**src/rtl/bus_arbiter_rr.sv**
```systemverilog
// bus_arbiter_rr -- round-robin owner of the single shared-bus master port.
//
// A requester wins a one-hot grant, keeps it through exactly one
// beginTransaction/endTransaction pair, and then drops to lowest priority.
// A granted master that neither begins nor keeps requesting loses the grant.
// Every grant is followed by at least one IDLE cycle (bus turnaround).
//
// Optional build macro: ARB_WATCHDOG_EN
//   defined   - ACTIVE transactions longer than ACTIVE_TIMEOUT cycles are
//               force-ended with a one-cycle endTransactionOut/busErrorOut.
//   undefined - no watchdog; endTransactionOut/busErrorOut are tied 0.
//
// Ports:
//   clock, reset        rising-edge clock, synchronous active-high reset
//   requestTransaction  per-master request
//   transactionGranted  registered one-hot (or zero) grant
//   grantedId           index of the grant holder, 0 when no grant
//   beginTransactionIn  shared-bus begin (OR of all masters)
//   endTransactionIn    shared-bus end
//   busErrorIn          shared-bus error (does not alter sequencing)
//   arbiterBusy         registered, high in GRANTED or ACTIVE
//   endTransactionOut   watchdog-forced end pulse
//   busErrorOut         watchdog-forced error pulse
module bus_arbiter_rr #(
    parameter int NUM_MASTERS    = 4,
    parameter int GRANT_TIMEOUT  = 16,
    parameter int ACTIVE_TIMEOUT = 1024
) (
    input  logic                   clock,
    input  logic                   reset,
    input  logic [NUM_MASTERS-1:0] requestTransaction,
    output logic [NUM_MASTERS-1:0] transactionGranted,
    output logic [2:0]             grantedId,
    input  logic                   beginTransactionIn,
    input  logic                   endTransactionIn,
    input  logic                   busErrorIn,
    output logic                   arbiterBusy,
    output logic                   endTransactionOut,
    output logic                   busErrorOut
);
    typedef enum logic [1:0] {IDLE, GRANTED, ACTIVE} state_t;

    localparam int GT_W = $clog2(GRANT_TIMEOUT + 2);

    state_t                 state;
    logic [2:0]             ptr;
    logic [GT_W-1:0]        grant_cnt;
    logic [2:0]             winner;
    logic [NUM_MASTERS-1:0] win_onehot;
    logic                   found;
    logic [2:0]             next_ptr;
    logic                   holder_req;
    logic                   grant_hit;
    logic                   wd_hit;
    logic                   unused_inputs;

    // A bus error only matters once the end arrives, so the error input has
    // no effect on sequencing; ACTIVE_TIMEOUT is only consumed by the watchdog.
    assign unused_inputs = busErrorIn ^ (ACTIVE_TIMEOUT == 0);

    // Rotating priority scan: first set request at or above ptr, wrapping.
    always_comb begin
        winner     = '0;
        win_onehot = '0;
        found      = 1'b0;
        for (int k = 0; k < NUM_MASTERS; k++) begin
            for (int c = 0; c < NUM_MASTERS; c++) begin
                if (!found && requestTransaction[c] &&
                    c == (int'(ptr) + k) % NUM_MASTERS) begin
                    found         = 1'b1;
                    winner        = 3'(c);
                    win_onehot[c] = 1'b1;
                end
            end
        end
    end

    // Served master becomes lowest priority.
    assign next_ptr   = (int'(grantedId) == NUM_MASTERS - 1) ? 3'd0 : grantedId + 3'd1;
    assign holder_req = |(requestTransaction & transactionGranted);
    assign grant_hit  = (GRANT_TIMEOUT != 0) && (int'(grant_cnt) + 1 == GRANT_TIMEOUT);

    always_ff @(posedge clock) begin
        if (reset) begin
            state              <= IDLE;
            ptr                <= '0;
            grant_cnt          <= '0;
            transactionGranted <= '0;
            grantedId          <= '0;
            arbiterBusy        <= 1'b0;
        end else begin
            case (state)
                IDLE: begin
                    if (found) begin
                        state              <= GRANTED;
                        transactionGranted <= win_onehot;
                        grantedId          <= winner;
                        arbiterBusy        <= 1'b1;
                        grant_cnt          <= '0;
                    end
                end
                GRANTED: begin
                    grant_cnt <= grant_cnt + 1'b1;
                    // begin beats a same-cycle request drop or timeout
                    if (beginTransactionIn) begin
                        state <= ACTIVE;
                    end else if (!holder_req || grant_hit) begin
                        state              <= IDLE;
                        transactionGranted <= '0;
                        grantedId          <= '0;
                        arbiterBusy        <= 1'b0;
                        // a withdrawn request keeps its priority; a stalled one loses it
                        if (holder_req)
                            ptr <= next_ptr;
                    end
                end
                ACTIVE: begin
                    if (endTransactionIn || wd_hit) begin
                        state              <= IDLE;
                        transactionGranted <= '0;
                        grantedId          <= '0;
                        arbiterBusy        <= 1'b0;
                        ptr                <= next_ptr;
                    end
                end
                default: state <= IDLE;
            endcase
        end
    end

`ifdef ARB_WATCHDOG_EN
    localparam int WD_W = $clog2(ACTIVE_TIMEOUT + 2);

    logic [WD_W-1:0] wd_cnt;

    // A real end in the same cycle takes precedence over the forced end.
    assign wd_hit = (state == ACTIVE) && !endTransactionIn &&
                    (int'(wd_cnt) + 1 == ACTIVE_TIMEOUT);

    always_ff @(posedge clock) begin
        if (reset) begin
            wd_cnt            <= '0;
            endTransactionOut <= 1'b0;
            busErrorOut       <= 1'b0;
        end else begin
            endTransactionOut <= wd_hit;
            busErrorOut       <= wd_hit;
            if (state != ACTIVE || wd_hit)
                wd_cnt <= '0;
            else
                wd_cnt <= wd_cnt + 1'b1;
        end
    end
`else
    assign wd_hit            = 1'b0;
    assign endTransactionOut = 1'b0;
    assign busErrorOut       = 1'b0;
`endif

endmodule
```
**config.mk**
```make
export PLATFORM = sky130hd
export DESIGN_NAME = bus_arbiter_rr
export DESIGN_NICKNAME = d
export VERILOG_FILES = /design/src/rtl/bus_arbiter_rr.sv
export SDC_FILE = /design/constraint.sdc
export NUM_CORES = 1
export LEC_CHECK = 0
export BUFFER_PORTS_ARGS = -buffer_cell sky130_fd_sc_hd__buf_4
export CAP_MARGIN = 5
export CORE_MARGIN = 2
export CORE_UTILIZATION = 51
export DETAILED_ROUTE_END_ITERATION = 16
export GPL_ROUTABILITY_DRIVEN = 1
export GPL_TIMING_DRIVEN = 0
export PLACE_DENSITY = 0.74
export RECOVER_POWER = 100
export SYNTH_ARGS = -nofsm -noshare
export SYNTH_HDL_FRONTEND = slang
export SYNTH_SLANG_ARGS = --single-unit
```
**constraint.sdc**
```tcl
create_clock -name clock -period 2.3 [get_ports clock]
set_input_delay 0.23 -clock clock [delete_from_list [all_inputs] [get_ports clock]]
set_output_delay 0.23 -clock clock [all_outputs]
set_load 0.02 [all_outputs]
```
==> flow_summary_export.csv <==
group,metric,value,unit
finish,fillerInstances,197,
logic_synthesis,ys_seq_elements,16,
floorplanning,initial_core_util,0.554,
clock_network,cts_setup_buffers,0,
logic_synthesis,syn_area_per_cell,8.16,µm²
drt,drt-initial-drc-count,41,
flow_run,drv_cap,0,
sta,fmax,509,MHz
sta,drv_slew,0,
status,status,"complete, no violations",
drt,vias,1036,
logic_synthesis,yosys_warnings,0,
drt,wirelength,2420,µm
global_routing,antenna_found_initial,0,
drt,postRouteAntennaNets,0,
setup_path,r2r_setup_slack,0.33,ns
setup_path,critPathKind,"flip-flop to flip-flop",
drt,via_per_inst,5.66,
drt,drc,0,
clock_network,path_clk_slew,0.11,ns
floorplanning,io_pins,19,
finish,most-common-layout-cells,"o21ai_0, dfxtp_1, a21oi_1",
setup_path,critPathRequiredTime,2.49,ns
floorplanning,coreArea,2000,µm²
global_routing,grt_pass1_wl,4040,µm
global_routing,overflow,0,
clock_network,cts.sinks,16,
drt,wire_per_inst,13.2,µm
power_and_ir_drop,power,0.000680,W
sta,hold_viol,0,
sta,finalClockSkew,0.00574,ns
clock_network,cts_tree,"built",
global_routing,grt_pass1_vias,899,
setup_path,crit_chain,"inv_1 > ha_1 > nor2b_1 > a31oi_1 > and2_1 > buf_6 > nand2_4 > o41ai_1",
finish,num_antenna_cells,0,
finish,num-nets-final,172,
power_and_ir_drop,power_density,547,nW/µm²
sta,rsz0062_at_grt,"no",
finish,area.growth.synth_to_final,12.1,%
clock_network,cts_buffer_depth,2,
setup_path,max_stage_delay,0.39,ns
drt,firstDrtPassIters,4,
power_and_ir_drop,p_leak,0.508,nW
floorplanning,die-area,2570,µm²
clock_network,cts_max_level,1,
floorplanning,die_y,50.7,µm
clock_network,root_buffer,"clkbuf_4",
setup_path,path_max_fanout,6,
place,dp.final_hpwl,1820,µm
clock_network,cts_hold_buf,0,
floorplanning,die_w,50.7,µm
clock_network,numCtsBuffers,3,
sta,hold_slack,0.228,ns
place,dpl_worst_slack,0.487,ns
global_routing,grtUsageTotal,0.205,
hold_path,hold_path.class,"primary input to flip-flop",
setup_path,crit_path_start_kind,"flip-flop",
sta,tightest_slew,0.566,ns
logic_synthesis,syn_inst,136,
setup_path,slowest_stage,"dfxtp_1",
clock_network,cts_resized,0,
finish,drive_gt1_frac,0.154,
place,io_buffer_count,14,
logic_synthesis,yosys.cell_types.count,42,
power_and_ir_drop,max-vdd-ir-drop,0.397,mV
logic_synthesis,ys_seq_area_frac,0.289,
place,place.gp.congestion,0.837,
setup_path,worst-endpoint-arrival,2.15,ns
finish,stdcell_area,1240,µm²
sta,timing.final.crit_share,0.855,
finish,final_common_cell,"o21ai_0",
sta,fin_crit,1.97,ns
place,placed_cell_area,1260,µm²
sta,finalSetupViolCount,0,
floorplanning,rows,16,
clock_network,clk-insertion-delay-late,0.29,ns
sta,fin_setup_tns,0,ns
setup_path,endpoint_kind,"flip-flop",
sta,max-slew-margin-rel,0.619,
sta,setup_slack,0.334,ns
logic_synthesis,syn_area,1110,µm²
global_routing,grt_max_degree,11,
metrics by stage:
step / cells / util
after floorplan: 138 / -
after global placement: 179 / 0.628
after detailed placement: 179 / 0.628
after CTS: 183 / 0.646
after global routing: 183 / 0.621
final: 183 / 0.621
sequential cells by signal (all words and copies together), names as in the netlist:
signal and flops:
ptr 2, grant_cnt 5, state 2, transactionGranted 4
arbiterBusy 1, grantedId 2
cell usage after synthesis, drive strengths merged:
| library cell | instances | share of area |
|---|---|---|
| buf | 4 | 0.030 |
| a21oi | 15 | 0.071 |
| o31ai | 1 | 0.0068 |
| nand2 | 10 | 0.041 |
| o22ai | 1 | 0.0056 |
| a31oi | 1 | 0.019 |
| a211oi | 1 | 0.0068 |
| conb | 1 | 0.0034 |
| o2111a | 1 | 0.010 |
| clkbuf | 3 | 0.010 |
| nand3 | 6 | 0.027 |
| inv | 4 | 0.014 |
| and2b | 1 | 0.0079 |
| a41oi | 1 | 0.015 |
| mux2 | 1 | 0.010 |
| nor3b | 3 | 0.020 |
| o21a | 1 | 0.0068 |
| ha | 6 | 0.068 |
| and3 | 1 | 0.0056 |
| a22oi | 2 | 0.014 |
| nor3 | 5 | 0.023 |
| o41ai | 2 | 0.016 |
| nor2b | 9 | 0.051 |
| mux2i | 1 | 0.0090 |
| a311oi | 1 | 0.0079 |
| and4b | 1 | 0.010 |
| and2 | 3 | 0.018 |
| nand4b | 1 | 0.0079 |
| nor2 | 8 | 0.032 |
| a32oi | 1 | 0.0079 |
| dfxtp | 16 | 0.29 |
| or2b | 1 | 0.0068 |
| o21ai | 17 | 0.077 |
| o211a | 2 | 0.018 |
| nand2b | 2 | 0.011 |
| o211ai | 2 | 0.026 |
final cells by class:
class,instances,area [µm²],share of cell area
flip-flops and latches,16,320,0.258
inverters,4,15.0,0.0121
plain buffers,7,45.0,0.0362
multi-input cells,111,714,0.574
clock buffers,4,36.3,0.0292
well taps,27,33.8,0.0272
repair buffers,14,78.8,0.0634
cells by family after synthesis:
| logic type | after synthesis | share of synthesized area |
|---|---|---|
| AND/OR/NAND/NOR | 51 | 0.260 |
| adder cells (fa/ha/maj) | 6 | 0.0676 |
| multiplexers | 2 | 0.0192 |
| buffers and inverters | 11 | 0.0541 |
| flip-flops | 16 | 0.289 |
| other | 1 | 0.00338 |
| AO/OA/AOI/OAI | 49 | 0.307 |
final timing paths:
check,start,end,depth (start not counted)
hold / removal,reset,transactionGranted[0],4
setup / recovery,state[0],transactionGranted[1],8
hold reg to reg,grant_cnt[4],grant_cnt[4],2
setup reg to reg,state[0],transactionGranted[1],8
critical path, delay by kind of cell (launching register included):
kind	cells	cell delay, ns
AOI/OAI and AO/OA	2	0.62
and+or+nand+nor	3	0.43
DFF	1	0.39
buffers and inverters	2	0.21
adders and majority gates	1	0.21
metal layers:
metal / vias up / GRT usage / routed length [µm]
met5: - / 0 / 0
met4: 0 / 0.0405 / 13
met3: 2 / 0.0357 / 106
met2: 19 / 0.325 / 1060
met1: 486 / 0.291 / 1240
li1: 529 / - / -
where the power goes:
| group | switching (W) | internal [W] |
|---|---|---|
| clock network | 0.0000967 | 0.0000963 |
| registers | 0.0000152 | 0.000294 |
| logic | 0.000110 | 0.0000670 |
Power figures use the tool's default switching activity.
